--- config.mk ---
export PLATFORM = sky130hd
export DESIGN_NAME = bcd_score_keeper
export DESIGN_NICKNAME = d
export VERILOG_FILES = /design/src/rtl/bcd_score_keeper.sv
export SDC_FILE = /design/constraint.sdc
export NUM_CORES = 1
export LEC_CHECK = 0
export BUFFER_PORTS_ARGS = -buffer_cell sky130_fd_sc_hd__buf_2
export CELL_PAD_IN_SITES_DETAIL_PLACEMENT = 1
export CELL_PAD_IN_SITES_GLOBAL_PLACEMENT = 2
export CORE_MARGIN = 2
export CORE_UTILIZATION = 35
export DETAILED_ROUTE_END_ITERATION = 6
export PLACE_DENSITY = 0.81
export SLEW_MARGIN = 25
export SYNTH_ARGS = -nofsm -noshare
export SYNTH_HDL_FRONTEND = slang
export SYNTH_SLANG_ARGS = --single-unit
export TNS_END_PERCENT = 10
--- constraint.sdc ---
create_clock -name clk -period 8.7 [get_ports clk]
set_input_delay 1.74 -clock clk [delete_from_list [all_inputs] [get_ports clk]]
set_output_delay 1.74 -clock clk [all_outputs]
set_load 0.05 [all_outputs]
--- src/rtl/bcd_score_keeper.sv ---
// bcd_score_keeper: packed-BCD game score with variable hit points, miss
// penalty, streak/combo doubling, wrap or saturate overflow policy and a
// high-score register that survives new rounds.
//
// Ports:
//   clk          system clock
//   restart      synchronous active-high reset, clears everything incl. high score
//   new_round    clears score, streak and overflow; high score kept
//   hit, miss    one-cycle event pulses from the mole detector
//   points       BCD point value of a hit (values above 9 are treated as 9)
//   score_bcd    current score, packed BCD, digit 0 in bits [3:0]
//   high_bcd     highest score since restart, packed BCD
//   streak       consecutive-hit count (saturating)
//   combo_active streak has reached COMBO_THRESHOLD, hits score double
//   new_high     one-cycle pulse, high_bcd loaded this cycle
//   overflow     one-cycle pulse, score wrapped or saturated
module bcd_score_keeper #(
    parameter int unsigned NUM_DIGITS      = 4,
    parameter int unsigned MISS_PENALTY    = 1,
    parameter int unsigned COMBO_THRESHOLD = 5,
    parameter int unsigned STREAK_W        = 4,
    parameter int unsigned WRAP_MODE       = 1
) (
    input  logic                    clk,
    input  logic                    restart,
    input  logic                    new_round,
    input  logic                    hit,
    input  logic                    miss,
    input  logic [3:0]              points,
    output logic [4*NUM_DIGITS-1:0] score_bcd,
    output logic [4*NUM_DIGITS-1:0] high_bcd,
    output logic [STREAK_W-1:0]     streak,
    output logic                    combo_active,
    output logic                    new_high,
    output logic                    overflow
);

    localparam int unsigned         SW         = 4 * NUM_DIGITS;
    localparam logic [STREAK_W-1:0] STREAK_MAX = '1;
    localparam logic [3:0]          PENALTY    = 4'(MISS_PENALTY);
    localparam logic [SW-1:0]       ALL_NINES  = {NUM_DIGITS{4'h9}};

    logic [3:0]          pts;
    logic [4:0]          pts_dbl;
    logic [3:0]          add_lo;
    logic [3:0]          add_hi;

    logic [SW-1:0]       add_sum;
    logic                add_carry;
    logic [4:0]          add_tmp;
    logic [3:0]          add_b;

    logic [SW-1:0]       sub_diff;
    logic                sub_borrow;
    logic [4:0]          sub_tmp;
    logic [3:0]          sub_b;

    logic [SW-1:0]       score_next;
    logic [STREAK_W-1:0] streak_next;
    logic                combo_next;
    logic                ovf_next;
    logic                high_upd;

    // Illegal point values clamp to 9
    assign pts     = (points > 4'd9) ? 4'd9 : points;
    assign pts_dbl = {pts, 1'b0};

    // Hit addend as two BCD digits; doubled value can reach 18
    always_comb begin
        add_lo = pts;
        add_hi = 4'd0;
        if (combo_active) begin
            if (pts_dbl >= 5'd10) begin
                add_lo = 4'(pts_dbl - 5'd10);
                add_hi = 4'd1;
            end else begin
                add_lo = pts_dbl[3:0];
            end
        end
    end

    // Digit-serial BCD adder with +6 correction
    always_comb begin
        add_sum   = '0;
        add_carry = 1'b0;
        add_tmp   = '0;
        add_b     = '0;
        for (int i = 0; i < int'(NUM_DIGITS); i++) begin
            add_b   = (i == 0) ? add_lo : ((i == 1) ? add_hi : 4'd0);
            add_tmp = {1'b0, score_bcd[4*i +: 4]} + {1'b0, add_b} + {4'd0, add_carry};
            if (add_tmp > 5'd9) begin
                add_sum[4*i +: 4] = 4'(add_tmp + 5'd6);
                add_carry         = 1'b1;
            end else begin
                add_sum[4*i +: 4] = add_tmp[3:0];
                add_carry         = 1'b0;
            end
        end
    end

    // Digit-serial BCD subtractor with -6 correction; final borrow means below zero
    always_comb begin
        sub_diff   = '0;
        sub_borrow = 1'b0;
        sub_tmp    = '0;
        sub_b      = '0;
        for (int i = 0; i < int'(NUM_DIGITS); i++) begin
            sub_b   = (i == 0) ? PENALTY : 4'd0;
            sub_tmp = {1'b0, score_bcd[4*i +: 4]} - {1'b0, sub_b} - {4'd0, sub_borrow};
            if (sub_tmp[4]) begin
                sub_diff[4*i +: 4] = 4'(sub_tmp - 5'd6);
                sub_borrow         = 1'b1;
            end else begin
                sub_diff[4*i +: 4] = sub_tmp[3:0];
                sub_borrow         = 1'b0;
            end
        end
    end

    // Event decode and next-state selection
    always_comb begin
        score_next  = score_bcd;
        streak_next = streak;
        ovf_next    = 1'b0;
        if (new_round) begin
            score_next  = '0;
            streak_next = '0;
        end else if (hit && miss) begin
            streak_next = '0;
        end else if (hit) begin
            streak_next = (streak == STREAK_MAX) ? streak : streak + STREAK_W'(1);
            if (add_carry) begin
                ovf_next   = 1'b1;
                score_next = (WRAP_MODE != 0) ? '0 : ALL_NINES;
            end else begin
                score_next = add_sum;
            end
        end else if (miss) begin
            streak_next = '0;
            score_next  = sub_borrow ? '0 : sub_diff;
        end
    end

    assign combo_next = (32'(streak_next) >= COMBO_THRESHOLD);

    // Valid BCD orders the same as binary, so a plain compare is a magnitude compare
    assign high_upd = (score_bcd > high_bcd);

    // State registers
    always_ff @(posedge clk) begin
        if (restart) begin
            score_bcd    <= '0;
            high_bcd     <= '0;
            streak       <= '0;
            combo_active <= 1'b0;
            new_high     <= 1'b0;
            overflow     <= 1'b0;
        end else begin
            score_bcd    <= score_next;
            streak       <= streak_next;
            combo_active <= combo_next;
            overflow     <= ovf_next;
            new_high     <= high_upd;
            if (high_upd) begin
                high_bcd <= score_bcd;
            end
        end
    end

endmodule

==> results of run 1 <==
-- metal layers --
layer	up-vias	share of wire [%]	global-route usage, %
met3	7	2.9	2.487
met2	48	48	30.82
li1	1586	-	-
met4	0	0.79	3.036
met5	-	0	0
met1	1495	48	22.84
-- worst min path at each step --
stage | startpoint | end | slack [ns] | cells after the start
finish | high_bcd[10]$_SDFFE_PP0P_ | high_bcd[10]$_SDFFE_PP0P_ | 0.49 | 2
floorplan | high_bcd[1]$_SDFFE_PP0P_ | high_bcd[1]$_SDFFE_PP0P_ | 0.70 | 2
CTS | high_bcd[13]$_SDFFE_PP0P_ | high_bcd[13]$_SDFFE_PP0P_ | 0.50 | 2
global route | high_bcd[13]$_SDFFE_PP0P_ | high_bcd[13]$_SDFFE_PP0P_ | 0.52 | 2
global placement | high_bcd[13]$_SDFFE_PP0P_ | high_bcd[13]$_SDFFE_PP0P_ | 0.47 | 2
detailed placement | high_bcd[13]$_SDFFE_PP0P_ | high_bcd[13]$_SDFFE_PP0P_ | 0.49 | 2
-- cells by family after synthesis --
kind of cell	share of synthesized area, %
AND/OR/NAND/NOR	19.83
AO/OA/AOI/OAI	23.17
adder cells (fa/ha/maj)	16.41
multiplexers	6.136
buffers and inverters	7.480
XOR/XNOR	4.321
flip-flops	22.66
-- state kept, by name, summed over array words and instances, names as in the netlist --
name,count
high_bcd,16
score_bcd,16
streak,4
combo_active,1
new_high,1
overflow,1
-- power groups by stage --
stage               Sequential [mW]  Clock, mW  Combinational [mW]
finish                        0.211      0.126               0.342
global route                  0.214      0.139               0.377
CTS                           0.211      0.131               0.345
detailed placement            0.216          0               0.344
global placement              0.215          0               0.334
floorplan                     0.251          0               0.247
-- synthesized netlist by cell type, drive strengths merged (9+ instances only) --
| cell type | count | area (µm²) |
|---|---|---|
| a211oi | 11 | 87.58 |
| a21oi | 32 | 175.2 |
| a31oi | 9 | 56.30 |
| clkbuf | 18 | 67.56 |
| dfxtp | 39 | 780.8 |
| ha | 42 | 525.5 |
| inv | 42 | 157.7 |
| mux2i | 20 | 200.2 |
| nand2 | 19 | 71.32 |
| nand2b | 39 | 244.0 |
| nor2 | 23 | 86.33 |
| o21ai | 24 | 120.1 |
| xor2 | 9 | 78.83 |
-- critical path: cells and delay by family --
kind,cells,cell delay (ns)
xor+xnor,2,0.39
simple gates,5,0.68
buf+inv,5,0.65
fa+ha+maj,8,2.29
compound gates,14,2.67
-- layout make-up --
cell class                 count  area, µm²  share of cell area (%)
clock inverter                 2      12.51                  0.3201
clock buffer                   6      72.57                   1.857
tap                          133      166.4                   4.257
timing repair buffer          52      272.8                   6.978
sequential                    39      780.7                   19.97
multi-input combinational    323       2446                   62.58
inverter                      42      157.7                   4.033
==> key figures, run 1 <==
Detailed routing
  • Wire length reported by the detailed router: 9.207 mm
  • WL per Instance: 15.42 µm
  • Number of optimization iterations in the first detailed-route pass: 4
  • DRC violations left: 0
  • Vias/cell: about 5.3
  • Post-route ant nets: 0
  • Total number of vias: roughly 3100
  • Violation count after the first detailed-routing iteration: 94

Timing
  • Setup ws final: 0.4426 ns
  • Actual transition at the worst max-transition pin: 0.8328 ns
  • Worst slew slack as a fraction of its limit: between 40% and 50%
  • Hold Slack: 0.4910 ns
  • Number of pins with negative max-slew slack in the final report: 0
  • Number of setup violations in the final report: 0
  • Share of the cycle needed by the critical path after routing: 94.91%
  • Hold Vio Cnt, Final: 0
  • Peak Freq: 0.1211 GHz
  • Final Critical Period: 8.257 ns
  • Post-Route Skew: 0.005281 ns
  • Setup TNS: 0 ns

Placement
  • Worst Setup Slack post-DPL: -0.2149 ns
  • Number of cells after detailed placement: 589
  • Placed instance area: 0.003785 mm²
  • Number of port buffers: 47
  • Sum of net half-perimeters after detailed placement: just over 7 mm
  • Routability-driven placement congestion ratio: 0.7859

Status
  • Run status: finished clean

Finish
  • Commonest cells after routing, fill and taps aside: 47 x sky130_fd_sc_hd__buf_2, 41 x sky130_fd_sc_hd__inv_1, 39 x sky130_fd_sc_hd__nand2b_1, 39 x sky130_fd_sc_hd__dfxtp_1, 38 x sky130_fd_sc_hd__ha_1
  • Fin area: roughly 0.004 mm²
  • Count of fill cells added during filler insertion: 1223
  • Most frequent standard cell in the layout excluding fill and tap cells: sky130_fd_sc_hd__buf_2
  • Core Util, Final: 40.36%
  • Number of nets in the layout: 516
  • Number of standard cells in the layout, taps in and fillers out: 597
  • Final antenna diode count: 0
  • Fraction of final layout cells with drive strength greater than 1: 16.81%
  • Signed area change from the synthesized netlist to the final layout: 13.44%

Logic synthesis
  • Number of synthesized flops with an enable pin: 0
  • Net count after synthesis: 478
  • Proportion of synthesized flip-flops having asynchronous set or reset: 0%
  • Gate Count Post-Synth: 425
  • Share of synthesized area occupied by flip-flops and latches: between 20% and 30%
  • Ys flop type: sky130_fd_sc_hd__dfxtp_1
  • Synth warnings: 0
  • Mean area per synthesized cell: 8.108 µm²
  • Synth Register Bits: 39
  • Distinct cell type count of the synthesized netlist: 56
  • Post-Syn Area: around 0.0034 mm²

Power and ir drop
  • Internal power: between 0.3 and 0.4 mW
  • Pwr Total: 0.6796 mW
  • Share of power burned in the clock network: 18.5%
  • Lkg Pwr: ~1.6 nW
  • Sequential cell fraction of total power: 31.1%
  • Switch Pwr: 0.2972 mW
  • Pwr Density: 173.9 mW/mm²
  • Net Sw Frac: a little over two fifths
  • Comb pwr share: between 50% and 60%
  • Worst IR drop on VDD: 0.00006886 V

Global routing
  • Overall overflow remaining after global route: 0
  • Wire length of the first global-routing pass: between 10 and 15 mm
  • Vias in the first global route: 3065
  • Overall global routing resource usage: 17.42%
  • Initial antenna violation count: 0
  • Largest net degree at the start of global routing: 36

Clock tree
  • TritonCTS clock tree: yes
  • Clk slew on worst S/H paths: ~0.080 ns
  • Quantity of hold-fixing buffers added after cts: 0
  • PostCTS Resize Cnt: 0
  • Worst-case clock buffer depth: 2
  • Clock latency of the later-clocked register in the worst-skew pair: 0.30 ns
  • Clock root buffer: sky130_fd_sc_hd__clkbuf_8
  • Buffer count from post-CTS setup fixing: 0
  • Clock H-tree levels: 2
  • Clk sink count: 39
  • Cts bufs inserted: 5

Critical path
  • Launch point of the critical path: points[1]
  • R2R depth: 27
  • Category of the most critical setup path: input port to flip-flop
  • RR Endpoint: score_bcd[9]$_SDFFE_PP0P_
  • Endpoint arrival time on the critical path: 8.43 ns
  • Largest stage delay on the critical path: just over 0.4 ns
  • Slack of the worst reg-to-reg path: around 2.6 ns
  • Critical path data required time: 8.87 ns
  • Setup crit end kind: flip-flop
  • Cell with the most instances on the worst path: sky130_fd_sc_hd__ha_2
  • Maximum fanout count along the critical path: 9
  • FF-to-FF Start: combo_active$_SDFF_PP0_
  • Sort of element at the start of the critical path: input port
  • Slowest CP cell: sky130_fd_sc_hd__fa_1
  • Capturing instance or port of the critical path: score_bcd[9]$_SDFFE_PP0P_

Min path
  • HP Class: flip-flop to flip-flop

Floorplanning
  • X dimension of the die: 103.2 µm
  • Std-Cell Core Area: 0.009684 mm²
  • Ports placed on the boundary: 48
  • Area enclosed by the die boundary: 0.01065 mm²
  • Die height: 103.2 µm
  • Initial Utilization: 35.58%
  • Placement row count: 36

Run
  • Maxcap violations: 0
Note: power is estimated with default switching activity, not from simulation.
==> run 2, diff against run 1 <==
--- a/config.mk
+++ b/config.mk
@@ -5,13 +5,14 @@
 export SDC_FILE = /design/constraint.sdc
 export NUM_CORES = 1
 export LEC_CHECK = 0
-export BUFFER_PORTS_ARGS = -buffer_cell sky130_fd_sc_hd__buf_2
+export ABC_AREA = 1
 export CELL_PAD_IN_SITES_DETAIL_PLACEMENT = 1
 export CELL_PAD_IN_SITES_GLOBAL_PLACEMENT = 2
 export CORE_MARGIN = 2
-export CORE_UTILIZATION = 35
+export CORE_UTILIZATION = 38
 export DETAILED_ROUTE_END_ITERATION = 6
-export PLACE_DENSITY = 0.81
+export DONT_BUFFER_PORTS = 1
+export PLACE_DENSITY = 0.85
 export SLEW_MARGIN = 25
 export SYNTH_ARGS = -nofsm -noshare
 export SYNTH_HDL_FRONTEND = slang
==> constraint.sdc (replaced) <==
create_clock -name clk -period 9.77 [get_ports clk]
set_input_delay 1.954 -clock clk [delete_from_list [all_inputs] [get_ports clk]]
set_output_delay 1.954 -clock clk [all_outputs]
set_load 0.05 [all_outputs]
==> run 2 against run 1 <==
Effect of this change:
- flip-flop and latch count unchanged
- cell count down 3.0%
- worst hold slack better by 0.28 ns
- clock power up 16%
- register-to-register slack better by 1.3 ns
- global-route usage up 2.8 points
- critical path depth up 3
- first-iteration DRC count down 38%
- non-clock buffer count down 50
- sequential share of layout area up 3.1 points
- synthesized cell count up 12%
==> key figures, run 2 <==
Finish
  • Number of nets in the layout: ~530
  • Final antenna diode count: 0
  • Fraction of final layout cells with drive strength greater than 1: about 5.7%
  • Largest regs: high_bcd (16), score_bcd (16), streak (4)
  • Core Util, Final: 41.40%
  • Number of standard cells in the layout, taps in and fillers out: roughly 580
  • Fin area: 0.003385 mm²
  • Most frequent standard cell in the layout excluding fill and tap cells: sky130_fd_sc_hd__nand2_1
  • Commonest cells after routing, fill and taps aside: 88 x sky130_fd_sc_hd__nand2_1, 74 x sky130_fd_sc_hd__inv_1, 54 x sky130_fd_sc_hd__nor2_1, 44 x sky130_fd_sc_hd__a21oi_1, 44 x sky130_fd_sc_hd__nand3_1
  • Signed area change from the synthesized netlist to the final layout: 5.995%

Clock tree
  • TritonCTS clock tree: yes
  • PostCTS Resize Cnt: 0
  • Cts bufs inserted: 5
  • Buffer count from post-CTS setup fixing: 0
  • Clk sink count: 39
  • Worst-case clock buffer depth: 2
  • Quantity of hold-fixing buffers added after cts: 0
  • Clock root buffer: sky130_fd_sc_hd__clkbuf_8
  • Clock H-tree levels: 2
  • Clock latency of the later-clocked register in the worst-skew pair: 0.30 ns
  • Clk slew on worst S/H paths: 0.09 ns

Timing
  • Final Critical Period: 7.822 ns
  • Setup TNS: 0 ns
  • Hold Vio Cnt, Final: 0
  • Worst slew slack as a fraction of its limit: 46.14%
  • Actual transition at the worst max-transition pin: approximately 0.81 ns
  • Unrepaired setup endpoints after global routing: false
  • Peak Freq: 0.1278 GHz
  • Number of pins with negative max-slew slack in the final report: 0
  • Share of the cycle needed by the critical path after routing: 80.07%
  • Post-Route Skew: 0.01038 ns
  • Number of setup violations in the final report: 0

Placement
  • Sum of net half-perimeters after detailed placement: ~7 mm
  • Routability-driven placement congestion ratio: 0.8673
  • Number of cells after detailed placement: 571
  • Number of port buffers: 0
  • Placed instance area: 0.003267 mm²

Floorplanning
  • Initial Utilization: 39.06%
  • Std-Cell Core Area: 0.008175 mm²
  • X dimension of the die: ~96 µm
  • Ports placed on the boundary: 48
  • Placement row count: 33
  • Area enclosed by the die boundary: between 0.009 and 0.01 mm²
  • Die height: 95.67 µm

Critical path
  • Cell with the most instances on the worst path: sky130_fd_sc_hd__nand2_1
  • RR Endpoint: score_bcd[0]$_SDFFE_PP0P_
  • Critical path data required time: 9.91 ns
  • Setup crit end kind: flip-flop
  • Capturing instance or port of the critical path: score_bcd[0]$_SDFFE_PP0P_
  • Launch point of the critical path: points[2]
  • Category of the most critical setup path: input port to flip-flop
  • FF-to-FF Start: combo_active$_SDFF_PP0_
  • Slowest CP cell: sky130_fd_sc_hd__fa_1
  • Sort of element at the start of the critical path: input port
  • R2R depth: 30
  • Slack of the worst reg-to-reg path: 3.90 ns
  • Largest stage delay on the critical path: ~0.54 ns
  • Maximum fanout count along the critical path: 13
  • Endpoint arrival time on the critical path: ~8.0 ns

Power and ir drop
  • Worst IR drop on VDD: 0.0001173 V
  • Lkg Pwr: 1.632 nW
  • Pwr Density: 221.7 mW/mm²

Global routing
  • Vias in the first global route: 3019
  • Overall overflow remaining after global route: 0
  • Largest net degree at the start of global routing: 27
  • Wire length of the first global-routing pass: 14.46 mm
  • Overall global routing resource usage: between 20% and 30%
  • Initial antenna violation count: 0

Detailed routing
  • Post-route ant nets: 0
  • DRC violations left: 0
  • Wire length reported by the detailed router: roughly 9.0 mm
  • Number of optimization iterations in the first detailed-route pass: 4
  • Vias/cell: 5.176
  • WL per Instance: around 16 µm
  • Total number of vias: 2997
  • Violation count after the first detailed-routing iteration: 58

Logic synthesis
  • Distinct cell type count of the synthesized netlist: 31
  • Post-Syn Area: 0.003193 mm²
  • Most frequent cells after synthesis: 88 x sky130_fd_sc_hd__nand2_1, 74 x sky130_fd_sc_hd__inv_1, 55 x sky130_fd_sc_hd__nor2_1, 44 x sky130_fd_sc_hd__a21oi_1, 44 x sky130_fd_sc_hd__nand3_1
  • Ys flop type: sky130_fd_sc_hd__dfxtp_1
  • Synth Register Bits: 39
  • Portion of synthesized cell area occupied by the leading cell type: 24.45%
  • Net count after synthesis: 530
  • Synth warnings: 0
  • Share of synthesized area occupied by flip-flops and latches: around 24%
  • Mean area per synthesized cell: about 6.7 µm²
  • Top cells by area in the synthesized netlist: sky130_fd_sc_hd__dfxtp_1 24%, sky130_fd_sc_hd__ha_1 16%, sky130_fd_sc_hd__nand2_1 10%, sky130_fd_sc_hd__inv_1 8.7%, sky130_fd_sc_hd__a21oi_1 6.9%
  • Gate Count Post-Synth: 477
  • Top cell type by total area after synthesis: sky130_fd_sc_hd__dfxtp_1
  • Proportion of synthesized flip-flops having asynchronous set or reset: 0%
  • Number of synthesized flops with an enable pin: 0
  • Dominant cell by count in the synthesized netlist: sky130_fd_sc_hd__nand2_1

Status
  • Run status: finished clean

Run
  • Maxcap violations: 0

Min path
  • HP Class: flip-flop to flip-flop
[run 2: cell count changes after synthesis, sizes merged, moves of 10 or more]
| cell | change |
|---|---|
| clkbuf | -11 |
| mux2i | -19 |
| nor2 | +32 |
| a21oi | +16 |
| inv | +32 |
| a211oi | -10 |
| nand2 | +71 |
| nand3 | +39 |
| nand2b | -39 |
[run 2: per-layer routing]
layer	vias to the layer above	track usage, %	routed length, µm
met5	-	0	0
met1	1410	23.83	4137
li1	1540	-	-
met3	4	4.032	357
met2	43	38.05	4510
met4	0	3.333	38
[run 2: worst max-delay path, delay by kind of cell]
kind,cells,cell delay [ns]
AO/OA/AOI/OAI,5,0.73
XOR/XNOR,4,0.78
adder cells (fa/ha/maj),8,2.16
buffers and inverters,6,0.64
AND/OR/NAND/NOR,14,1.67
[run 2: layout make-up]
type / count / area, µm²
repair buffers: 2 / 15.01
multi-input cells: 350 / 2057
well taps: 105 / 131.4
inverters: 75 / 282.8
fillers: 1086 / 4791
clock inverters: 2 / 35.03
clock buffers: 6 / 82.58
flip-flops and latches: 39 / 780.7
[run 2: cell families (layout without fill, tap and decap cells)]
| family | after synthesis | after routing | share of synthesized area, % |
|---|---|---|---|
| simple gates | 201 | 201 | 27.04 |
| compound gates | 90 | 90 | 15.44 |
| fa+ha+maj | 44 | 44 | 17.71 |
| mux | 1 | 1 | 0.3135 |
| flops | 39 | 39 | 24.45 |
| buf+inv | 88 | 85 | 11.21 |
| xor+xnor | 14 | 14 | 3.840 |
[run 2: through the flow]
| stage | hold WS, ns | power [mW] | worst slack (ns) |
|---|---|---|---|
| after global placement | 0.7555 | 0.5985 | 2.108 |
| final | 0.7692 | 0.7502 | 1.948 |
| after global routing | 0.8011 | 0.8181 | 1.288 |
| after CTS | 0.7729 | 0.7613 | 1.929 |
| after detailed placement | 0.7622 | 0.6136 | 1.637 |
| after floorplan | 0.7367 | 0.5350 | 2.550 |
[run 2: worst min-delay path by stage]
stage / end / cells after the start / from / slack (ns)
after floorplan: high_bcd[3]$_SDFFE_PP0P_ / 2 / high_bcd[3]$_SDFFE_PP0P_ / 0.74
after global placement: high_bcd[12]$_SDFFE_PP0P_ / 2 / high_bcd[12]$_SDFFE_PP0P_ / 0.76
after detailed placement: high_bcd[11]$_SDFFE_PP0P_ / 2 / high_bcd[11]$_SDFFE_PP0P_ / 0.76
after CTS: high_bcd[11]$_SDFFE_PP0P_ / 2 / high_bcd[11]$_SDFFE_PP0P_ / 0.77
after global routing: high_bcd[9]$_SDFFE_PP0P_ / 2 / high_bcd[9]$_SDFFE_PP0P_ / 0.80
final: high_bcd[11]$_SDFFE_PP0P_ / 2 / high_bcd[11]$_SDFFE_PP0P_ / 0.77
[run 2: report_power, final]
group          internal (mW)  switching [mW]  leakage [nW]
registers              0.185           0.113         0.319
logic                  0.112           0.194          1.25
clock network         0.0828          0.0630        0.0612
total                  0.380           0.370          1.63
